==> config.mk <==
export PLATFORM = sky130hd
export DESIGN_NAME = adc_depth_sampler
export DESIGN_NICKNAME = d
export VERILOG_FILES = /design/src/rtl/adc_depth_sampler.sv
export SDC_FILE = /design/constraint.sdc
export NUM_CORES = 1
export LEC_CHECK = 0
export ABC_AREA = 0
export CAP_MARGIN = 0
export CORE_MARGIN = 10
export CORE_UTILIZATION = 57
export CTS_CLUSTER_DIAMETER = 30
export DETAILED_ROUTE_END_ITERATION = 8
export DONT_BUFFER_PORTS = 1
export GPL_ROUTABILITY_DRIVEN = 0
export GPL_TIMING_DRIVEN = 0
export MAX_ROUTING_LAYER = met4
export PLACE_DENSITY = 0.75
export SLEW_MARGIN = 10
export SYNTH_ARGS = -nofsm -noshare
export SYNTH_HDL_FRONTEND = slang
export SYNTH_SLANG_ARGS = --single-unit
==> constraint.sdc <==
create_clock -name clk -period 2.1 [get_ports clk]
set_input_delay 0.42 -clock clk [delete_from_list [all_inputs] [get_ports clk]]
set_output_delay 0.42 -clock clk [all_outputs]
set_load 0.02 [all_outputs]
==> src/rtl/adc_depth_sampler.sv <==
// ADC128S022 serial master that repeatedly converts one channel and publishes
// a box-averaged 12-bit depth sample with a wrapping update sequence count.
module adc_depth_sampler #(
  parameter int SCLK_HALF  = 25, // clk cycles per SCLK half-period, 1..255
  parameter int GAP_CYCLES = 4,  // clk cycles CS_N held high between frames, 1..255
  parameter int AVG_LOG2   = 4   // log2 of samples per average, 0..8
) (
  input  logic        clk,
  input  logic        reset,
  input  logic [2:0]  chan,
  input  logic        adc_sdat,
  output logic        adc_cs_n,
  output logic        adc_saddr,
  output logic        adc_sclk,
  output logic [31:0] raw_depth,
  output logic        depth_valid
);

  // Accumulator sized so that 2**AVG_LOG2 full-scale samples never overflow.
  localparam int ACC_W = 12 + AVG_LOG2;
  // One spare bit keeps the counter non-zero width when AVG_LOG2 is 0.
  localparam int CNT_W = AVG_LOG2 + 1;
  localparam logic [CNT_W-1:0] CNT_LAST = CNT_W'((1 << AVG_LOG2) - 1);
  localparam logic [7:0] GAP_LAST  = 8'(GAP_CYCLES - 1);
  localparam logic [7:0] HALF_LAST = 8'(SCLK_HALF - 1);

  typedef enum logic [1:0] {
    S_GAP,
    S_START,
    S_XFER,
    S_DONE
  } state_t;

  state_t             state;
  logic [7:0]         gap_cnt;
  logic [7:0]         half_cnt;
  logic [3:0]         bit_idx;
  logic [2:0]         chan_q;
  logic [2:0]         prev_chan;
  logic               prev_chan_valid;
  logic [11:0]        shift_q;
  logic [ACC_W-1:0]   acc;
  logic [CNT_W-1:0]   cnt;
  logic [15:0]        seq_q;
  logic [11:0]        data_q;
  logic [ACC_W-1:0]   sum;
  logic               accept;

  // Channel address bit driven during bit period idx: DIN carries the channel
  // MSB first in bit periods 2..4 and zero everywhere else.
  function automatic logic addr_bit(input logic [3:0] idx, input logic [2:0] c);
    case (idx)
      4'd2:    return c[2];
      4'd3:    return c[1];
      4'd4:    return c[0];
      default: return 1'b0;
    endcase
  endfunction

  assign raw_depth = {seq_q, 4'h0, data_q};

  // Running sum including the just-received sample, and the pipeline rule: the
  // data in this frame belongs to the previous frame's address, so it is only
  // usable when that frame finished and addressed the same channel.
  always_comb begin
    sum    = acc + ACC_W'(shift_q);
    accept = prev_chan_valid && (prev_chan == chan_q);
  end

  // Frame sequencer, serial shifter and averaging, all with registered outputs.
  always_ff @(posedge clk) begin
    if (reset) begin
      state           <= S_GAP;
      gap_cnt         <= '0;
      half_cnt        <= '0;
      bit_idx         <= '0;
      adc_cs_n        <= 1'b1;
      adc_sclk        <= 1'b1;
      adc_saddr       <= 1'b0;
      chan_q          <= '0;
      prev_chan       <= '0;
      prev_chan_valid <= 1'b0;
      shift_q         <= '0;
      acc             <= '0;
      cnt             <= '0;
      seq_q           <= '0;
      data_q          <= '0;
      depth_valid     <= 1'b0;
    end else begin
      // NOTE: all state here uses non-blocking assignments so every branch sees
      // the register values from before this edge, independent of statement order.
      depth_valid <= 1'b0;
      case (state)
        S_GAP: begin
          adc_cs_n <= 1'b1;
          adc_sclk <= 1'b1;
          if (gap_cnt == GAP_LAST) begin
            gap_cnt <= '0;
            state   <= S_START;
          end else begin
            gap_cnt <= gap_cnt + 8'd1;
          end
        end

        // Latch the channel for the whole frame and open bit period 0 with the
        // first SCLK falling edge.
        S_START: begin
          chan_q    <= chan;
          adc_cs_n  <= 1'b0;
          adc_sclk  <= 1'b0;
          adc_saddr <= 1'b0;
          bit_idx   <= '0;
          half_cnt  <= '0;
          state     <= S_XFER;
        end

        // adc_sclk itself tells which half of the bit period is running.
        S_XFER: begin
          if (half_cnt == HALF_LAST) begin
            half_cnt <= '0;
            if (!adc_sclk) begin
              adc_sclk <= 1'b1;
              shift_q  <= {shift_q[10:0], adc_sdat};
            end else if (bit_idx == 4'd15) begin
              state <= S_DONE;
            end else begin
              adc_sclk  <= 1'b0;
              bit_idx   <= bit_idx + 4'd1;
              adc_saddr <= addr_bit(bit_idx + 4'd1, chan_q);
            end
          end else begin
            half_cnt <= half_cnt + 8'd1;
          end
        end

        // The 12-bit shifter now holds bits 4..15 of the frame.
        S_DONE: begin
          adc_cs_n        <= 1'b1;
          prev_chan       <= chan_q;
          prev_chan_valid <= 1'b1;
          state           <= S_GAP;
          if (accept) begin
            if (cnt == CNT_LAST) begin
              data_q      <= 12'(sum >> AVG_LOG2);
              seq_q       <= seq_q + 16'd1;
              depth_valid <= 1'b1;
              acc         <= '0;
              cnt         <= '0;
            end else begin
              acc <= sum;
              cnt <= cnt + 1'b1;
            end
          end else begin
            acc <= '0;
            cnt <= '0;
          end
        end

        default: state <= S_GAP;
      endcase
    end
  end

endmodule

==> impl_metrics.env <==
export IMPL_register_area_um2=1910
export IMPL_min_path_type="in -> reg"
export IMPL_clk_latency_ns=0.36
export IMPL_reg2reg_setup_slack_ns=-0.03
export IMPL_netSwitchingPower_uw=984
export IMPL_ys_seq_area_share_pct=40.4
export IMPL_r2r_start="acc[8]"
export IMPL_remaining_drc_errors=0
export IMPL_cts_sinks=94
export IMPL_crit_type="reg -> reg"
export IMPL_fin_crit_sh_pct=102
export IMPL_placed_area_um2=4800
export IMPL_cts_root_buf="clkbuf_8"
export IMPL_synth_area_um2=4660
export IMPL_clkPwrFrac_pct=34.8
export IMPL_violations="setup timing"
export IMPL_crit_start="acc[8]"
export IMPL_htree_levels=3
export IMPL_intPower_mw=2.67
export IMPL_ys_warn_count=0
export IMPL_grt_pass1_vias=3609
export IMPL_r2r_cells=8
export IMPL_hold_buffers=0
export IMPL_start_util_pct=59.3
export IMPL_ys_ff_latch=94
export IMPL_min_path_cells=2
export IMPL_postSynthCellCount=530
export IMPL_critPathCaptureType="flop"
export IMPL_final_cell_area_um2=5330
export IMPL_layout_drive_gt1_share_pct=16.3
export IMPL_slew_violations=0
export IMPL_power_frac_seq_pct=52.2
export IMPL_numCtsBuffers=9
export IMPL_fmax_mhz=468
export IMPL_cts_tree="yes"
export IMPL_critPathMaxFanout=5
export IMPL_async_flop_share_pct=0
export IMPL_total_power_mw=3.65
export IMPL_track_usage_pct=18.1
export IMPL_viasPerCell=5.97
export IMPL_num_vias=3950
export IMPL_diodes=0
export IMPL_rsz0062_at_grt="true"
export IMPL_power_share_combinational_pct=13.1
export IMPL_cap_violations=0
export IMPL_drtIter0Drc=304
export IMPL_outcome="complete, but fails checks"
export IMPL_grt_pass1_wl_um=17300
export IMPL_swShare_pct=26.9
export IMPL_fp_dieW_um=110
export IMPL_multi_input_area_um2=2820
export IMPL_die_h_um=110
export IMPL_nFillCells=619
export IMPL_period_needed_ns=2.13
export IMPL_preCtsSetupSlack_ns=-0.242
export IMPL_setup_viol=1
export IMPL_clk_pin_slew_worst_paths_ns=0.09
export IMPL_antenna_found_initial=0
export IMPL_synthFlopType="dfxtp_1"
export IMPL_rr_endpoint="data_q[8]"
export IMPL_fin_ws_ns=-0.0349
export IMPL_synth_cell_types=65
export IMPL_skew_ns=0.0115
export IMPL_synthToLayoutAreaGrowth_pct=14.4
export IMPL_holdWs_ns=0.218
export IMPL_io_buffers=0
export IMPL_dieArea_um2=12200
export IMPL_worst_ir_drop_vdd_mv=0.395
export IMPL_firstDrtPassIters=6
export IMPL_wl_um=11000
export IMPL_ant_nets=0
export IMPL_worstMarginPinSlew_ns=0.641
export IMPL_nets=590
export IMPL_grt_max_degree=15
export IMPL_cp_start_kind="flop"
export IMPL_wl_per_cell_um=16.6
export IMPL_min_to="shift_q[0]"
export IMPL_min_from="adc_sdat"
export IMPL_core_area_um2=7850
export IMPL_required_ns=2.32
export IMPL_rows=32
export IMPL_synth_avg_cell_area_um2=8.79
export IMPL_p_leak_nw=2.02
export IMPL_hold_viol_final=0
export IMPL_io_pins=42
export IMPL_synth_edf_count=0
export IMPL_hpwl_um=7780
export IMPL_arrival_ns=2.36
export IMPL_power_density_nw_per_um2=686
export IMPL_clockBufferDepth=2
export IMPL_grt_overflow_total=0
export IMPL_fin_setup_tns_ns=-0.0349
export IMPL_final_cell_mix="81 x nor2_1, 81 x dfxtp_1, 31 x nand2_1"
export IMPL_relSlewSlack_pct=57.3
-- sequential cells by signal, summed over array words and instances, names as in the netlist --
signal / flops
prev_chan_valid: 1
adc_sclk: 1
data_q: 12
state: 2
shift_q: 12
gap_cnt: 8
half_cnt: 8
prev_chan: 3
cnt: 5
adc_saddr: 1
seq_q: 16
adc_cs_n: 1
acc: 16
depth_valid: 1
chan_q: 3
bit_idx: 4
-- critical path, stage by stage, from the launching register on --
cell      delay [ns]
dfxtp_1         0.33
ha_2            0.40
nand2_1         0.17
nor2_1          0.33
o211ai_1        0.21
buf_4           0.18
a31oi_1         0.16
nand3b_1        0.14
a21oi_1         0.07
-- synthesized netlist by cell type (all sizes together) (6+ instances only) --
library cell	n	share of area (%)
inv	18	1.5
buf	11	1.3
nor3b	6	0.97
xor2	18	3.4
a31oi	9	1.3
o21ai	14	1.5
nand2b	7	0.94
nor2	85	7.1
nand2	31	2.5
nand3	23	2.5
or3	8	1.2
a21oi	32	3.6
mux2i	18	3.9
clkbuf	12	0.99
dfxtp	94	40
ha	27	7.3
nand4	12	1.6
xnor2	20	3.8
nor3	12	1.5
a22o	8	1.5
-- cell families after synthesis --
logic type | synth area share (%)
AO/OA/AOI/OAI | 14.8
XOR/XNOR | 7.15
adder cells (fa/ha/maj) | 7.68
buffers and inverters | 3.79
flip-flops | 40.4
multiplexers | 3.87
other | 0.0805
AND/OR/NAND/NOR | 22.3
-- repair_timing --
action / CTS / global route
setup endpoints to repair: 30 / 42
setup buffers: 3 / 9
gates resized for setup: 18 / 38
pin swaps: 5 / 17
-- metrics by stage --
step	util (%)	cells
finish	67.9	662
floorplan	-	533
global route	67.9	662
detailed placement	61.1	635
CTS	65.3	653
global placement	61.1	635
-- power by group through the flow --
stage	Sequential, mW	Clock [mW]	Combinational (mW)
after floorplan	1.94	0	0.364
after global placement	1.95	0	0.437
after detailed placement	1.95	0	0.457
after CTS	1.91	1.30	0.466
after global routing	1.92	1.37	0.528
final	1.91	1.27	0.477
-- how the worst max path moves through the flow --
| stage | to | slack (ns) | depth (start not counted) |
|---|---|---|---|
| 5_1_grt | data_q[8] | -0.06 | 8 |
| 3_5_place_dp | data_q[10] | -0.24 | 9 |
| 4_1_cts | acc[13] | -0.01 | 7 |
| 3_3_place_gp | data_q[10] | -0.23 | 9 |
| 2_1_floorplan | data_q[10] | 0.03 | 9 |
| 6_report | data_q[8] | -0.03 | 8 |
-- final cells by class --
class / instances / share of cell area, %
inverters: 18 / 1.27
repair buffers: 12 / 1.69
multi-input cells: 398 / 52.9
well taps: 102 / 2.40
clock inverters: 4 / 1.36
flip-flops and latches: 94 / 35.8
plain buffers: 23 / 2.14
clock buffers: 11 / 2.47
-- per-layer routing --
metal  GRT usage, %  part of all wire, %  up-vias  wire length, um
li1               -                    -     1920                -
met1           21.3                   43     1891             4760
met2           29.1                   48      113             5270
met3           6.21                  6.9       26              760
met4           4.77                  1.7        0              191
met5              -                    0        -                0
(Power assumes the default switching activity.)
